===== src/rtl/axi4_lite_read_arbiter.sv =====
// Round-robin arbiter sharing one AXI4-Lite read subordinate between REQUESTERS managers.
// Define AXI4_LITE_READ_ARBITER_RSLICE_EN to register the response path (adds the RESP state).
module axi4_lite_read_arbiter #(
    parameter int ADDRESS_SIZE = 32,
    parameter int DATA_SIZE    = 32,
    parameter int REQUESTERS   = 2
) (
    input  logic                               clk_i,
    input  logic                               rst_clk_i,
    input  logic [REQUESTERS*ADDRESS_SIZE-1:0] s_araddr_i,
    input  logic [REQUESTERS-1:0]              s_arvalid_i,
    output logic [REQUESTERS-1:0]              s_arready_o,
    output logic [DATA_SIZE-1:0]               s_rdata_o,
    output logic [1:0]                         s_rresp_o,
    output logic [REQUESTERS-1:0]              s_rvalid_o,
    input  logic [REQUESTERS-1:0]              s_rready_i,
    output logic [ADDRESS_SIZE-1:0]            m_araddr_o,
    output logic                               m_arvalid_o,
    input  logic                               m_arready_i,
    input  logic [DATA_SIZE-1:0]               m_rdata_i,
    input  logic [1:0]                         m_rresp_i,
    input  logic                               m_rvalid_i,
    output logic                               m_rready_o,
    output logic [REQUESTERS-1:0]              grant_o
);
    localparam int          IDX_W = $clog2(REQUESTERS);
    localparam int unsigned NREQ  = REQUESTERS;

`ifdef AXI4_LITE_READ_ARBITER_RSLICE_EN
    typedef enum logic [2:0] {IDLE, ACCEPT, ADDR, DATA, RESP} state_t;
`else
    typedef enum logic [1:0] {IDLE, ACCEPT, ADDR, DATA} state_t;
`endif

    state_t                  state_q, state_d;
    logic [IDX_W-1:0]        last_q, gidx_q, win_idx;
    logic                    win_found, rsp_done;
    logic [DATA_SIZE-1:0]    rdata_q;
    logic [1:0]              rresp_q;
    logic [ADDRESS_SIZE-1:0] req_addr [REQUESTERS];

    always_comb begin
        for (int unsigned i = 0; i < NREQ; i++) begin
            req_addr[i] = s_araddr_i[i*ADDRESS_SIZE +: ADDRESS_SIZE];
        end
    end

    // Search begins just after the last served requester and wraps.
    always_comb begin : rr_pick
        logic [IDX_W-1:0] cand;
        cand      = '0;
        win_found = 1'b0;
        win_idx   = '0;
        for (int unsigned i = 1; i <= NREQ; i++) begin
            cand = IDX_W'((32'(last_q) + i) % NREQ);
            if (!win_found && s_arvalid_i[cand]) begin
                win_found = 1'b1;
                win_idx   = cand;
            end
        end
    end

`ifdef AXI4_LITE_READ_ARBITER_RSLICE_EN
    assign rsp_done = (state_q == RESP) && s_rready_i[gidx_q];
`else
    assign rsp_done = (state_q == DATA) && m_rvalid_i && s_rready_i[gidx_q];
`endif

    always_ff @(posedge clk_i or posedge rst_clk_i) begin
        if (rst_clk_i) begin
            state_q <= IDLE;
        end else begin
            state_q <= state_d;
        end
    end

    always_comb begin
        state_d = state_q;
        case (state_q)
            IDLE:   if (win_found) state_d = ACCEPT;
            ACCEPT: state_d = ADDR;
            ADDR:   if (m_arready_i) state_d = DATA;
`ifdef AXI4_LITE_READ_ARBITER_RSLICE_EN
            DATA:   if (m_rvalid_i) state_d = RESP;
            RESP:   if (rsp_done) state_d = IDLE;
`else
            DATA:   if (rsp_done) state_d = IDLE;
`endif
            default: state_d = IDLE;
        endcase
    end

    always_ff @(posedge clk_i or posedge rst_clk_i) begin
        if (rst_clk_i) begin
            last_q      <= IDX_W'(REQUESTERS - 1);
            gidx_q      <= '0;
            grant_o     <= '0;
            s_arready_o <= '0;
            m_araddr_o  <= '0;
            rdata_q     <= '0;
            rresp_q     <= '0;
        end else begin
            s_arready_o <= '0;
            if (state_q == IDLE && win_found) begin
                gidx_q      <= win_idx;
                grant_o     <= REQUESTERS'(1) << win_idx;
                s_arready_o <= REQUESTERS'(1) << win_idx;
            end
            if (state_q == ACCEPT) begin
                m_araddr_o <= req_addr[gidx_q];
            end
            // Captured in both builds: it is also what s_rdata_o holds between responses.
            if (state_q == DATA && m_rvalid_i) begin
                rdata_q <= m_rdata_i;
                rresp_q <= m_rresp_i;
            end
            if (rsp_done) begin
                last_q  <= gidx_q;
                grant_o <= '0;
            end
        end
    end

    always_comb begin
        m_arvalid_o = (state_q == ADDR);
        m_rready_o  = 1'b0;
        s_rvalid_o  = '0;
        s_rdata_o   = rdata_q;
        s_rresp_o   = rresp_q;
`ifdef AXI4_LITE_READ_ARBITER_RSLICE_EN
        if (state_q == DATA) begin
            m_rready_o = 1'b1;
        end
        if (state_q == RESP) begin
            s_rvalid_o[gidx_q] = 1'b1;
        end
`else
        if (state_q == DATA) begin
            s_rvalid_o[gidx_q] = m_rvalid_i;
            m_rready_o         = s_rready_i[gidx_q];
            if (m_rvalid_i) begin
                s_rdata_o = m_rdata_i;
                s_rresp_o = m_rresp_i;
            end
        end
`endif
    end

    // The granted manager must keep arvalid up through its ACCEPT cycle.
    a_hold_arvalid : assert property (@(posedge clk_i) disable iff (rst_clk_i)
        (state_q == ACCEPT) |-> s_arvalid_i[gidx_q]);

endmodule


===== config.mk =====
export PLATFORM = sky130hd
export DESIGN_NAME = axi4_lite_read_arbiter
export DESIGN_NICKNAME = d
export VERILOG_FILES = /design/src/rtl/axi4_lite_read_arbiter.sv
export SDC_FILE = /design/constraint.sdc
export NUM_CORES = 1
export LEC_CHECK = 0
export ABC_AREA = 1
export CORE_MARGIN = 2
export CORE_UTILIZATION = 42
export DETAILED_ROUTE_END_ITERATION = 10
export PLACE_DENSITY = 0.94
export SYNTH_ARGS = -nofsm -noshare
export SYNTH_HDL_FRONTEND = slang
export SYNTH_SLANG_ARGS = --single-unit
export TNS_END_PERCENT = 100

===== constraint.sdc =====
create_clock -name clk_i -period 5.5 [get_ports clk_i]
set_input_delay 1.1 -clock clk_i [delete_from_list [all_inputs] [get_ports clk_i]]
set_output_delay 1.1 -clock clk_i [all_outputs]
set_load 0.02 [all_outputs]

==> run_results.csv, run 1 <==
group,metric,value,unit
logic_synthesis,async_reset_ff_share,100.0,%
setup_path,slowest_delay,0.60,ns
clock_tree,hold_buffers,0,
floorplanning,rows,32,
detailed_routing,initialDrtViolationCount,125,
logic_synthesis,synth.most_common_cell,"nand2_1",
clock_tree,clock_tree.buffer_depth,2,
setup_path,worstPathCellList,"clkdlybuf4s50_1 > nand2_4 > inv_4 > nand2_1 > nand2_1 > clkdlybuf4s50_1",
setup_path,critPathKind,"in2out",
global_routing,grt.met1_usage,27.25,%
clock_tree,clk_latency,0.33,ns
detailed_routing,drc,0,
logic_synthesis,synth_top_area_share,55.24,%
pwr,leakage,2.626,nW
worst_hold_path,hold_class,"reg2reg",
logic_synthesis,ys_types,21,
detailed_routing,avgViaCountPerCell,4.879,
logic_synthesis,netlist_top_cells_area,"dfrtp_1 55%, nand2_1 24%, a31oi_1 6.1%",
global_routing,grt_usage,23.16,%
finish,nNetsFinal,689,
placed_design,place.gp.congestion,0.8055,
logic_synthesis,syn-num-nets,517,
detailed_routing,vias,3347,
global_routing,grt_busiest_layer,"met2",
floorplanning,die_w,92.74,um
detailed_routing,dr.pass1.iters,7,
clock_tree,numCtsBuffers,9,
finish,stdcell_count,686,
detailed_routing,ant_nets,0,
global_routing,grt_pass1_vias,3358,
clock_tree,clk_pin_slew,0.08,ns
sta,whs,0.4792,ns
flow_run,maxCapViolations,0,
sta,post-route-period-util,76.10,%
clock_tree,cts.repair.resized,0,
global_routing,use_met2,41.18,%
logic_synthesis,yosysTopAreaCell,"dfrtp_1",
logic_synthesis,synth_edf_count,0,
logic_synthesis,syn-cell-area,3307,um^2
placed_design,port_buffers,179,
sta,tightest_slew,1.085,ns
sta,setup-violations-final,0,
detailed_routing,drt-wirelength-per-cell,13.70,um
finish,diodes,0,
floorplanning,core,7687,um^2
logic_synthesis,synth_common_cells,"214 x nand2_1, 73 x dfrtp_1, 35 x nor2_1, 32 x a31oi_1, 14 x buf_2",
finish,drive_above_1_share,5.308,%
clock_tree,clkSinkCount,74,
clock_tree,cts_tree,"built",
setup_path,worst_setup_path_start_kind,"input pin",
clock_tree,clock-root-buffer,"clkbuf_8",
sta,setup_tns,0,ns
placed_design,dp_cells,670,
logic_synthesis,avgSynthCellArea,8.125,um^2
logic_synthesis,yosysWarnings,0,
logic_synthesis,yosysSeqAreaShare,56.03,%
logic_synthesis,ys_ff_latch,74,
sta,max_slew_margin,27.70,%
setup_path,critPathSlowestCell,"clkdlybuf4s50_1",
sta,rsz0062_at_grt,"false",
global_routing,antenna_found_initial,0,
global_routing,grt-ovfl-total,0,
sta,period_minus_slack,4.185,ns
logic_synthesis,ys.flop_type,"dfrtp_1",
sta,hold_viol,0,
worst_hold_path,hold_path_startpoint,"rdata_q[25]",
setup_path,critical_path.startpoint,"m_rvalid_i",
sta,max_freq,238.9,MHz
placed_design,hpwlAfterDp,7.023,mm
setup_path,regToRegStartpoint,"state_q[1]",
setup_path,cp.arrival,3.09,ns
sta,finalWorstSetupSlack,1.315,ns
clock_tree,cts-htree-levels,3,
floorplanning,die_h,92.74,um
logic_synthesis,syn-instance-count,407,
floorplanning,die_area,8600,um^2
setup_path,crit_fanout,36,
setup_path,worstSetupEndpointType,"primary output",
finish,syn_to_final_growth,62.50,%
status,status,"finished clean",
floorplanning,ios,180,
clock_tree,postCtsSetupBuffers,0,
floorplanning,start_util,43.02,%
placed_design,dp_slack,1.304,ns
sta,drv_slew,0,
pwr,power_density,591.9,nW/um^2
global_routing,grt_max_degree,65,
global_routing,grt_util_met3,6.998,%
pwr,ir_drop,0.3356,mV
sta,skew,0.005484,ns
global_routing,grt_pass1_wl,15.68,mm
setup_path,worst_ep_required_time,4.40,ns
detailed_routing,wl,9.396,mm
## layer usage
layer / wire length, um / share of wire (%) / vias up
met2: 4882 / 52 / 117
met4: 163 / 1.7 / 0
met5: 0 / 0 / -
met1: 3819 / 41 / 1588
met3: 530 / 5.6 / 16
li1: - / - / 1626
## sequential cells by signal, indices dropped and copies added, names as in the netlist
register	count
gidx_q	1
grant_o	2
last_q	1
m_araddr_o	32
rdata_q	32
rresp_q	2
s_arready_o	2
state_q	2
## final cells by class
class | count | area (um^2)
fill | 602 | 2313
sequential | 74 | 1853
multi-input combinational | 300 | 1291
clock inverter | 7 | 117.6
tap | 102 | 127.6
clock buffer | 9 | 123.9
inverter | 13 | 53.80
timing repair buffer | 181 | 1807
## through the flow
stage | area (um^2) | util (%) | power (mW)
after floorplan | 3307 | - | 1.922
after global placement | 5132 | 66.76 | 2.629
after detailed placement | 5132 | 66.76 | 2.694
after CTS | 5374 | 69.91 | 3.207
after global routing | 5374 | 69.91 | 3.415
final | 5374 | 69.91 | 3.181
## path summary, 6_finish.rpt
| path | endpoint | slack, ns | depth (start not counted) |
|---|---|---|---|
| max in group asynchronous | last_q | 3.35 | 3 |
| worst max-delay path | s_rdata_o[20] | 1.31 | 6 |
| worst min register to register | rdata_q[25] | 0.48 | 2 |
| worst min-delay path | rdata_q[25] | 0.48 | 2 |
| worst max register to register | m_araddr_o[9] | 3.59 | 4 |
| min in group asynchronous | rdata_q[9] | 1.17 | 2 |
## report_power, final
| group | internal [mW] | switching (mW) |
|---|---|---|
| registers | 0.808 | 0.118 |
| logic | 0.762 | 0.992 |
| clock network | 0.301 | 0.200 |
## layout by cell type, fill, tap and decap left out
cell,Yosys,routed
nor2_1,35,35
nand4_1,2,2
clkinv_4,0,2
nand2_2,3,3
ha_2,0,1
clkbuf_8,0,9
a21boi_0,1,1
buf_4,3,2
a21oi_1,2,2
nand3_2,1,1
dfrtp_1,73,73
o21ai_0,2,2
nand2_4,2,2
a31oi_1,32,32
bufinv_16,0,3
nand2_1,214,214
clkinv_2,0,2
inv_1,11,10
inv_2,0,1
or2_2,1,1
nor2_2,1,1
clkdlybuf4s50_1,0,179
ha_1,4,3
dfstp_2,1,1
inv_4,2,2
## cell families after synthesis
| family | synth area share [%] |
|---|---|
| compound gates | 6.886 |
| fa+ha+maj | 1.513 |
| buf+inv | 4.994 |
| flops | 56.03 |
| simple gates | 30.57 |
## worst max-delay path: cells and delay by family
kind / cells / cell delay [ns]
buffers and inverters: 3 / 1.48
AND/OR/NAND/NOR: 3 / 0.49
No activity file was read; power rests on OpenSTA's default activity.
==> inputs of run 2 (changes only) <==
--- a/config.mk
+++ b/config.mk
@@ -7,9 +7,9 @@
 export LEC_CHECK = 0
 export ABC_AREA = 1
 export CORE_MARGIN = 2
-export CORE_UTILIZATION = 42
+export CORE_UTILIZATION = 39
 export DETAILED_ROUTE_END_ITERATION = 10
-export PLACE_DENSITY = 0.94
+export PLACE_DENSITY = 0.88
 export SYNTH_ARGS = -nofsm -noshare
 export SYNTH_HDL_FRONTEND = slang
 export SYNTH_SLANG_ARGS = --single-unit
==> constraint.sdc (replaced) <==
create_clock -name clk_i -period 4.2 [get_ports clk_i]
set_input_delay 0.84 -clock clk_i [delete_from_list [all_inputs] [get_ports clk_i]]
set_output_delay 0.84 -clock clk_i [all_outputs]
set_load 0.02 [all_outputs]
==> run 2 against run 1 <==
Final cell count is 0.58% higher. Core utilization decreased by 4.6 points. Cell area fell by 0.12%. Critical path depth unchanged. Largest power group unchanged. Critical endpoint is now s_rdata_o[29]. Flip-flop and latch count is the same. Non-clock buffer count rose by 2. Worst hold slack worse by 0.0053 ns. Sequential power is 32% higher. Worst setup slack lost 0.63 ns. Routed wire length grew 1.4%.
==> run_results.csv, run 2 (synthesis gave the netlist of run 1 again) <==
group,metric,value,unit
sta,tightest_slew,1.097,ns
floorplanning,rows,33,
setup_path,cp.arrival,2.67,ns
finish,drive_above_1_share,5.470,%
pwr,leakage,2.624,nW
setup_path,critPathKind,"in2out",
placed_design,hpwlAfterDp,7.235,mm
global_routing,grt.met1_usage,21.09,%
floorplanning,die_area,9232,um^2
floorplanning,ios,180,
sta,period_minus_slack,3.512,ns
clock_tree,cts-htree-levels,3,
detailed_routing,initialDrtViolationCount,107,
global_routing,use_met2,37.62,%
sta,rsz0062_at_grt,"false",
sta,hold_viol,0,
detailed_routing,avgViaCountPerCell,4.783,
detailed_routing,ant_nets,0,
placed_design,port_buffers,179,
worst_hold_path,hold_class,"reg2reg",
pwr,power_density,765.0,nW/um^2
sta,setup-violations-final,0,
finish,stdcell_count,690,
clock_tree,numCtsBuffers,9,
detailed_routing,vias,3300,
detailed_routing,drt-wirelength-per-cell,13.81,um
floorplanning,start_util,40.25,%
floorplanning,core,8217,um^2
setup_path,critPathSlowestCell,"clkdlybuf4s50_1",
finish,syn_to_final_growth,62.32,%
global_routing,grt_pass1_vias,3232,
placed_design,post_dp_cell_area,5151,um^2
sta,max_slew_margin,26.86,%
setup_path,slowest_delay,0.60,ns
setup_path,worstPathCellList,"clkdlybuf4s50_1 > nand2_4 > inv_4 > nand2_1 > nand2_1 > clkdlybuf4s50_1",
global_routing,grt_busiest_layer,"met2",
status,status,"finished clean",
setup_path,crit_fanout,36,
global_routing,grt_usage,20.28,%
sta,finalWorstSetupSlack,0.6881,ns
sta,setup_tns,0,ns
global_routing,grt-ovfl-total,0,
finish,diodes,0,
pwr,ir_drop,0.4132,mV
floorplanning,die_h,96.09,um
finish,layout_commonest_cell,"nand2_1",
sta,whs,0.4739,ns
detailed_routing,wl,9.528,mm
finish,final_area,5368,um^2
setup_path,worstSetupEndpointType,"primary output",
floorplanning,die_w,96.09,um
sta,max_freq,284.7,MHz
placed_design,dp_cells,675,
finish,nNetsFinal,691,
detailed_routing,dr.pass1.iters,5,
clock_tree,clkSinkCount,74,
setup_path,worst_ep_required_time,3.36,ns
clock_tree,clock_tree.buffer_depth,2,
clock_tree,cts.repair.resized,0,
placed_design,dp_slack,0.6686,ns
clock_tree,hold_buffers,0,
sta,drv_slew,0,
global_routing,antenna_found_initial,0,
detailed_routing,drc,0,
global_routing,grt_util_met3,5.717,%
sta,skew,0.004686,ns
clock_tree,clk_pin_slew,0.07,ns
finish,mostFrequentLayoutCells,"214 x nand2_1, 179 x clkdlybuf4s50_1, 73 x dfrtp_1",
pwr,total_power,4.106,mW
global_routing,grt_max_degree,65,
clock_tree,clock-root-buffer,"clkbuf_8",
placed_design,place.gp.congestion,0.7858,
setup_path,worst_setup_path_start_kind,"input pin",
clock_tree,clk_latency,0.33,ns
clock_tree,cts_tree,"built",
flow_run,maxCapViolations,0,
finish,utilization,65.33,%
finish,reg_top3,"m_araddr_o (32), rdata_q (32)",
global_routing,grt_pass1_wl,14.26,mm
sta,post-route-period-util,83.62,%
clock_tree,postCtsSetupBuffers,0,
-- run 2: area by class of cell --
class	count	area, um^2
fillers	657	2849
flip-flops and latches	74	1853
repair buffers	183	1822
multi-input cells	300	1291
clock buffers	10	137.6
well taps	105	131.4
clock inverters	5	78.83
inverters	13	53.80
-- run 2: per-layer routing --
metal	share of wire (%)	routed length [um]	up-vias
met5	0	0	-
li1	-	-	1616
met1	38	3652	1527
met4	2.5	240	0
met3	7.9	750	21
met2	51	4886	136
-- run 2: final timing paths --
path | start | endpoint | slack, ns | depth (start not counted)
max in group asynchronous | rst_clk_i | last_q | 2.84 | 3
max | m_rvalid_i | s_rdata_o[29] | 0.69 | 6
min reg2reg | rdata_q[6] | rdata_q[6] | 0.47 | 2
min in group asynchronous | rst_clk_i | rdata_q[13] | 0.66 | 2
max reg2reg | state_q[1] | m_araddr_o[15] | 2.28 | 4
min | rdata_q[6] | rdata_q[6] | 0.47 | 2
-- run 2: worst max-delay path: cells and delay by family --
kind	cells	cell delay [ns]
buffers and inverters	3	1.43
AND/OR/NAND/NOR	3	0.38
-- run 2: power by group --
part	leakage, nW	switching (mW)	internal [mW]	total [mW]
clock network	0.112	0.250	0.346	0.596
registers	0.881	0.156	1.06	1.22
logic	1.63	1.29	1.00	2.30
total	2.62	1.70	2.41	4.11
